### config.mk
export PLATFORM = sky130hd
export DESIGN_NAME = fetch_unit
export DESIGN_NICKNAME = d
export VERILOG_FILES = /design/src/rtl/fetch_unit_pkg.sv /design/src/rtl/fetch_fifo.sv /design/src/rtl/fetch_unit.sv
export SDC_FILE = /design/constraint.sdc
export NUM_CORES = 1
export LEC_CHECK = 0
export CORE_MARGIN = 4
export CORE_UTILIZATION = 47
export CTS_BUF_LIST = sky130_fd_sc_hd__clkbuf_8
export CTS_CLUSTER_DIAMETER = 30
export DETAILED_ROUTE_END_ITERATION = 10
export GPL_TIMING_DRIVEN = 0
export PLACE_DENSITY = 0.78
export SYNTH_ARGS = -nofsm -noshare
export SYNTH_HDL_FRONTEND = slang
export SYNTH_SLANG_ARGS = --single-unit
### constraint.sdc
create_clock -name clk -period 2.75 [get_ports clk]
set_input_delay 0.4125 -clock clk [delete_from_list [all_inputs] [get_ports clk]]
set_output_delay 0.4125 -clock clk [all_outputs]
set_load 0.01 [all_outputs]
### src/rtl/fetch_unit_pkg.sv
// Shared defaults and helpers for the instruction fetch unit.
package fetch_unit_pkg;

    localparam int unsigned DEF_DATAWIDTH    = 16;
    localparam int unsigned DEF_FETCHQ_DEPTH = 2;

    // Bits needed to hold an occupancy count of 0..depth inclusive.
    function automatic int unsigned cnt_width(input int unsigned depth);
        return $clog2(depth + 1);
    endfunction

endpackage

### src/rtl/fetch_fifo.sv
// Circular fetch queue: {instr, pc} entries, same-cycle push/pop, synchronous clear.
module fetch_fifo
    import fetch_unit_pkg::*;
#(
    parameter int unsigned WIDTH = 2 * DEF_DATAWIDTH,
    parameter int unsigned DEPTH = DEF_FETCHQ_DEPTH,
    localparam int unsigned PW   = $clog2(DEPTH),
    localparam int unsigned CW   = cnt_width(DEPTH)
) (
    input  logic             clk,
    input  logic             rst,
    input  logic             push,
    input  logic             pop,
    input  logic             clear,
    input  logic [WIDTH-1:0] din,
    output logic             full,
    output logic             empty,
    output logic [CW-1:0]    count,
    output logic [WIDTH-1:0] head
);

    logic [WIDTH-1:0] mem [DEPTH];
    logic [PW-1:0]    wr_ptr;
    logic [PW-1:0]    rd_ptr;

    // Storage, pointers and occupancy; clear empties the queue in one cycle.
    always_ff @(posedge clk or negedge rst) begin
        if (!rst) begin
            wr_ptr <= '0;
            rd_ptr <= '0;
            count  <= '0;
            for (int i = 0; i < int'(DEPTH); i++) begin
                mem[i] <= '0;
            end
        end else if (clear) begin
            wr_ptr <= '0;
            rd_ptr <= '0;
            count  <= '0;
        end else begin
            if (push) begin
                mem[wr_ptr] <= din;
                wr_ptr      <= wr_ptr + PW'(1);
            end
            if (pop) begin
                rd_ptr <= rd_ptr + PW'(1);
            end
            if (push && !pop) begin
                count <= count + CW'(1);
            end else if (!push && pop) begin
                count <= count - CW'(1);
            end
        end
    end

    // Status and head view.
    always_comb begin
        full  = (count == CW'(DEPTH));
        empty = (count == '0);
        head  = mem[rd_ptr];
    end

    overflow_chk: assert property (@(posedge clk) disable iff (!rst)
        !(push && !pop && full && !clear));

    underflow_chk: assert property (@(posedge clk) disable iff (!rst)
        !(pop && empty && !clear));

endmodule

### src/rtl/fetch_unit.sv
// Fetch unit: issues imem reads from pc, queues tagged responses, hands them to decode.
module fetch_unit
    import fetch_unit_pkg::*;
#(
    parameter int unsigned DATAWIDTH = DEF_DATAWIDTH,
    parameter int unsigned DEPTH     = DEF_FETCHQ_DEPTH
) (
    input  logic                 clk,
    input  logic                 rst,
    input  logic [DATAWIDTH-1:0] pc,
    input  logic                 flush,
    output logic                 pcEn,
    output logic [DATAWIDTH-1:0] imem_addr,
    output logic                 imem_rd_en,
    input  logic [DATAWIDTH-1:0] imem_rdata,
    output logic                 instr_valid,
    input  logic                 instr_ready,
    output logic [DATAWIDTH-1:0] instr,
    output logic [DATAWIDTH-1:0] instr_pc
);

    localparam int unsigned CW = cnt_width(DEPTH);
    localparam int unsigned OW = CW + 1;
    localparam int unsigned EW = 2 * DATAWIDTH;

    logic                 inflight;
    logic [DATAWIDTH-1:0] inflight_pc;
    logic [CW-1:0]        count;
    logic                 full;
    logic                 empty;
    logic [EW-1:0]        head;
    logic                 pop;
    logic                 push;
    logic                 issue;
    logic                 room;
    logic [OW-1:0]        occ;

    // Credit check and handshake; every output is gated low while rst is asserted.
    always_comb begin
        instr_valid = rst & !empty & !flush;
        pop         = instr_valid & instr_ready;
        occ         = OW'(count) + OW'(inflight) - OW'(pop);
        room        = (occ < OW'(DEPTH));
        issue       = rst & !flush & room;
        push        = inflight & !flush;
        imem_rd_en  = issue;
        imem_addr   = rst ? pc : '0;
        pcEn        = rst & (issue | flush);
        instr       = rst ? head[EW-1:DATAWIDTH] : '0;
        instr_pc    = rst ? head[DATAWIDTH-1:0]  : '0;
    end

    // Single outstanding read: remember that it exists and where it came from.
    always_ff @(posedge clk or negedge rst) begin
        if (!rst) begin
            inflight    <= 1'b0;
            inflight_pc <= '0;
        end else begin
            inflight <= issue;
            if (issue) begin
                inflight_pc <= pc;
            end
        end
    end

    fetch_fifo #(
        .WIDTH (EW),
        .DEPTH (DEPTH)
    ) u_fifo (
        .clk   (clk),
        .rst   (rst),
        .push  (push),
        .pop   (pop),
        .clear (flush),
        .din   ({imem_rdata, inflight_pc}),
        .full  (full),
        .empty (empty),
        .count (count),
        .head  (head)
    );

    // The credit scheme never leaves a read outstanding against a full queue.
    credit_chk: assert property (@(posedge clk) disable iff (!rst) !(full && inflight));

endmodule

Yosys cells after proc, flatten, opt, wreduce, memory -nomap -nowiden
Index checks and enable logic that the tools add are counted.
{"block": "word_totals", "out_inout_bits": 51, "wordCells": 56, "ff_bits": 85}
{"block": "op_classes", "magnitude_cmp": 4, "n_addsub": 6, "mux": 16, "bitwise": 11, "n_reduce_logical": 12}
{"cell": "two-way mux 32 bit", "n": 4}
{"cell": "bitwise mux 64 bit", "n": 1}
{"cell": "two-way mux 16 bit", "n": 3}
{"cell": "demux 32 bit (select 1 bit)", "n": 1}
{"cell": "bitwise AND 1 bit", "n": 7}
{"cell": "two-way mux 2 bit", "n": 3}
{"cell": ">= comparator 2 bit, second input constant", "n": 2}
{"cell": "zero test 1 bit", "n": 4}
{"cell": "two-way mux 1 bit", "n": 4}
{"cell": "NOT 1 -> 2 bit", "n": 2}
{"cell": "nonzero test 2 bit", "n": 2}
{"cell": "adder 2 x 1 -> 3 bit", "n": 1}
{"cell": "logical AND 1 bit", "n": 3}
{"cell": "less-than comparator 3 x 2 -> 1 bit, second input constant", "n": 1}
{"cell": "nonzero test 3 bit", "n": 1}
{"cell": "subtractor 3 x 1 -> 3 bit", "n": 1}
{"cell": "adder 1 bit, second input constant", "n": 2}
{"cell": "adder 2 x 1 -> 2 bit, second input constant", "n": 1}
{"cell": "zero test 2 bit", "n": 1}
{"cell": "less-than comparator 2 x 1 -> 1 bit, second input constant", "n": 1}
{"cell": "AND reduction 2 bit", "n": 1}
{"cell": "subtractor 2 x 1 -> 2 bit, second input constant", "n": 1}
{"cell": "NOT 1 bit", "n": 1}
{"cell": "bitwise OR 1 bit", "n": 1}

Longest topological paths before layout
{"block": "logic_depth", "depth_word": 10, "mapped_depth": 11, "depth_no_buf": 8}

By module
From an unflattened synthesis, not the netlist that was laid out.
{"block": "unflattened", "hier_cells": 289, "area_unflattened_um2": 4056.4}
{"mod": "fetch_fifo", "n_inst": 1, "seq_area_each_um2": 1701.6, "cells_per_inst": 191, "area_each_um2": 2981.6}
{"mod": "fetch_unit", "n_inst": 1, "seq_area_each_um2": 425.4, "cells_per_inst": 98, "area_each_um2": 1074.8}

Worst setup path before layout
Ideal clock, no wire load.
{"block": "synth_path", "path_type": "flip-flop to output port", "startpoint": "reg u_fifo.count[1]", "endpoint": "out pcEn", "t_required_ns": 2.338, "path_stages_with_launch": 11, "arrival_ns": 2.497, "path_slack_ns": -0.159, "cell_sequence": "dfrtp_1 -> or2_2 -> and3_1 -> ha_1 -> nand2b_1 -> fa_1 -> xnor2_1 -> and3_1 -> buf_6 -> buf_12 -> o21a_1"}
{"block": "synth_between", "elab_chain_len": 10}
{"item": "start, declared", "line_no": "fetch_fifo.sv:18", "text": "output logic [CW-1:0] count,"}
{"item": "start signal, assigned", "line_no": "fetch_fifo.sv:48", "text": "count <= count + CW'(1);"}
{"item": "start signal, assigned", "line_no": "fetch_fifo.sv:50", "text": "count <= count - CW'(1);"}
{"item": "zero test 2 bit", "line_no": "fetch_fifo.sv:58", "text": "empty = (count == '0);"}
{"item": "zero test 1 bit", "line_no": "fetch_unit.sv:40", "text": "instr_valid = rst & !empty & !flush;"}
{"item": "bitwise AND 1 bit (2 in series)", "line_no": "fetch_unit.sv:40"}
{"item": "bitwise AND 1 bit", "line_no": "fetch_unit.sv:41", "text": "pop = instr_valid & instr_ready;"}
{"item": "subtractor 3 x 1 -> 3 bit *", "line_no": "fetch_unit.sv:42", "text": "occ = OW'(count) + OW'(inflight) - OW'(pop);"}
{"item": "less-than comparator 3 x 2 -> 1 bit *", "line_no": "fetch_unit.sv:43", "text": "room = (occ < OW'(DEPTH));"}
{"item": "bitwise AND 1 bit *", "line_no": "fetch_unit.sv:44", "text": "issue = rst & !flush & room;"}
{"item": "named net imem_rd_en", "line_no": "fetch_unit.sv:14", "text": "output logic imem_rd_en,"}
{"item": "bitwise OR 1 bit *", "line_no": "fetch_unit.sv:48", "text": "pcEn = rst & (issue | flush);"}
{"item": "bitwise AND 1 bit *", "line_no": "fetch_unit.sv:48"}
{"item": "end, declared", "line_no": "fetch_unit.sv:12", "text": "output logic pcEn,"}
The timed path passes the listed nets; every way through them passes the cells marked *.

Worst setup path in the final report
{"block": "layout_path", "startpoint": "reg u_fifo.count[1]", "endpoint": "out pcEn"}
{"block": "layout_between", "elab_chain_len": 10}
{"item": "zero test 2 bit", "line_no": "fetch_fifo.sv:58"}
{"item": "zero test 1 bit", "line_no": "fetch_unit.sv:40"}
{"item": "bitwise AND 1 bit (2 in series)", "line_no": "fetch_unit.sv:40"}
{"item": "bitwise AND 1 bit", "line_no": "fetch_unit.sv:41"}
{"item": "subtractor 3 x 1 -> 3 bit *", "line_no": "fetch_unit.sv:42"}
{"item": "less-than comparator 3 x 2 -> 1 bit *", "line_no": "fetch_unit.sv:43"}
{"item": "bitwise AND 1 bit *", "line_no": "fetch_unit.sv:44"}
{"item": "bitwise OR 1 bit *", "line_no": "fetch_unit.sv:48"}
{"item": "bitwise AND 1 bit *", "line_no": "fetch_unit.sv:48"}
Every way passes the cells marked *; elsewhere a longest branch is shown, timed or not.

==> run_results.csv <==
group,metric,value,unit
worst_setup_path,cp_top_family,"simple AND/OR/NAND/NOR gates",
routing,routed_wl,8320,um
sta,max_freq,0.340,GHz
worst_hold_path,hp-class,"primary input to async pin",
worst_setup_path,crit_slowest_cell,"dfrtp_2",
clock_tree,insertion_delay,350,ps
routing,drtIter0Drc,80,
sta,fin_crit_sh,107,%
job,maxCapViolations,0,
pwr,peakVddDrop,0.308,mV
cells_and_area,n_fill_cell,664,
worst_setup_path,cp_max_fo,3,
logic_synthesis,syn_nets,328,
cells_and_area,multi_input_area,1790,sq um
sta,worst_slack,-192,ps
sta,worstMarginPinSlew,436,ps
global_route,grt_max_degree,49,
clock_tree,h-tree-depth,3,
global_route,gr-total-overflow,0,
sta,skew,8.19,ps
sta,setup_viol,2,
worst_setup_path,start_kind,"register",
global_route,grt_pass1_vias,2819,
pwr,power.leakage,0.00222,uW
run_status,status,"finished, violations left",
logic_synthesis,synth_edf_count,0,
worst_setup_path,startpoint,"u_fifo.count[1]",
place,place_hpwl,5790,um
cells_and_area,n_antenna_cell,0,
pwr,p_per_area,796,nW/um^2
cells_and_area,final_area,5320,sq um
clock_tree,clockBufferDepth,2,
clock_tree,clock-sinks,85,
global_route,grt_antenna_before_repair,0,
sta,relSlewSlack,70.8,%
routing,ant_nets,0,
cells_and_area,seq_area,2130,sq um
worst_setup_path,cp-end-kind,"output pin",
sta,hold_ws,47.3,ps
logic_synthesis,yosysMostFrequentCell,"dfrtp_1",
worst_setup_path,critPathKind,"register to output pin",
routing,vias,2599,
worst_setup_path,crit_chain,"or2_4 -> and3_4 -> ha_4 -> nand2b_4 -> fa_2 -> xnor2_2 -> and3_4 -> o21a_1 -> buf_2",
logic_synthesis,synthArstFlopShare,100,%
floorplan,die_y,100,um
worst_setup_path,cpPeakStageDelay,410,ps
logic_synthesis,synthCells,290,
sta,min_period,2940,ps
clock_tree,cts_tree,"built",
sta,final-max-slew-violation-count,0,
place,dp_slack,-1120,ps
logic_synthesis,synth_warnings,0,
place,io_buffers,85,
cells_and_area,final_nets,431,
clock_tree,cts_inserted_buffers,9,
routing,drc,0,
floorplan,pin_count,87,
floorplan,rows,33,
clock_tree,cts_root_buf,"clkbuf_8",
logic_synthesis,synth_top_area_cell,"dfrtp_1",
logic_synthesis,yosys-top-cells-area,"dfrtp_1, mux2_2, mux2i_1",
logic_synthesis,yosysUniqueCellTypes,26,
logic_synthesis,synth_ff_type,"dfrtp_1",
place,place_area,5040,sq um
place,place.gp.congestion,0.754,
worst_setup_path,cp.arrival,2530,ps
global_route,grt_usage,17.5,%
clock_tree,clk_pin_slew,80,ps
worst_setup_path,r2r_start,"u_fifo.count[1]",
cells_and_area,syn2layout_area_growth,33.2,%
routing,routedWlPerCell,16.5,um
routing,drt-pass1-iter-count,5,
logic_synthesis,synth_seq_cells,85,
worst_setup_path,r2r_setup_slack,90,ps
logic_synthesis,synth_commonest_cells,"dfrtp_1, mux2_2, mux2i_1, nor2b_1, and2_1",
sta,rsz0062_at_grt,"true",
sta,hold_viol_final,0,
worst_setup_path,required,2340,ps
cells_and_area,drive_gt1_share,33.2,%
logic_synthesis,postSynthAreaPerCell,13.8,sq um
floorplan,coreArea,8260,sq um
floorplan,initial_utilization,48.3,%
routing,routed_via_density,5.17,
logic_synthesis,synth_top_area_share,53.3,%
logic_synthesis,syn-cell-area,3990,sq um
logic_synthesis,ys_seq_area_share,53.3,%
floorplan,die-area,10000,sq um
floorplan,die_x,100,um
worst_setup_path,path_common_cell,"and3_4",
run_status,violations,"negative setup slack",
worst_setup_path,critical_path_buf_inv_count,1,
global_route,grt_first_pass_wirelength,13700,um
sta,tns,-352,ps
-- flip-flops by register name, summed over array words and instances (netlist names) --
register	cells
inflight	1
inflight_pc	16
u_fifo.count	2
u_fifo.mem	64
u_fifo.rd_ptr	1
u_fifo.wr_ptr	1
-- final cells by class --
| type | instances | area share [%] |
|---|---|---|
| plain buffers | 17 | 1.62 |
| clock buffers | 10 | 2.59 |
| clock inverters | 6 | 1.62 |
| inverters | 1 | 0.0706 |
| multi-input cells | 185 | 33.6 |
| flip-flops and latches | 85 | 40.1 |
| well taps | 105 | 2.47 |
| repair buffers | 94 | 17.9 |
-- timing repair --
item | 4_1_cts | 5_1_grt
gates resized for setup | 15 | 1
endpoints found under the setup margin | 24 | 10
pin swaps | 0 | 5
buffers inserted | 7 | 0
endpoints found under the hold margin | 39 | 0
gates cloned | 0 | 0
hold buffers | 1 | 0
-- final timing paths --
kind                                  end  depth (start not counted)
setup / recovery                     pcEn                          9
hold / removal             u_fifo.mem[51]                          2
setup reg to reg           inflight_pc[1]                          9
hold reg to reg            u_fifo.mem[24]                          1
max in group asynchronous   u_fifo.mem[6]                          2
min in group clk            u_fifo.wr_ptr                          2
-- logic make-up (layout without fill, tap and decap cells) --
family | count (synthesis) | after routing | share of synthesized area, %
muxes | 114 | 114 | 31.9
DFF | 85 | 85 | 53.3
and+or+nand+nor | 62 | 62 | 9.75
buffers and inverters | 20 | 128 | 3.04
AOI/OAI and AO/OA | 4 | 4 | 0.564
xor gates and xnor gates | 3 | 3 | 0.658
adders and majority gates | 2 | 2 | 0.815
-- layout by cell type (no fill, tap or decap), drive strengths merged, types with 3 or more instances in the layout --
| cell | count |
|---|---|
| nor2b | 33 |
| and2 | 17 |
| clkdlybuf4s50 | 82 |
| buf | 24 |
| and3 | 3 |
| mux2i | 33 |
| xnor2 | 3 |
| mux2 | 81 |
| clkbuf | 15 |
| clkinv | 3 |
| dfrtp | 85 |
-- metrics by stage --
step	power, uW	util [%]	cells
floorplan	2750	-	290
global placement	3210	60.7	480
detailed placement	3300	61.0	481
CTS	4280	64.5	504
global route	4490	64.4	503
finish	4230	64.4	503
-- power breakdown --
group	internal (uW)	leakage, uW	switching, uW
Sequential	1730	0.00104	251
Combinational	820	0.00106	462
Clock	535	0.000112	433
-- per-layer routing --
layer | vias up | global-route usage, % | share of wire [%]
li1 | 1206 | - | -
met1 | 1296 | 22.7 | 44
met2 | 83 | 28.4 | 47
met3 | 14 | 4.24 | 6.4
met4 | 0 | 7.05 | 1.8
met5 | - | 0 | 0
Power figures use the tool's default switching activity.
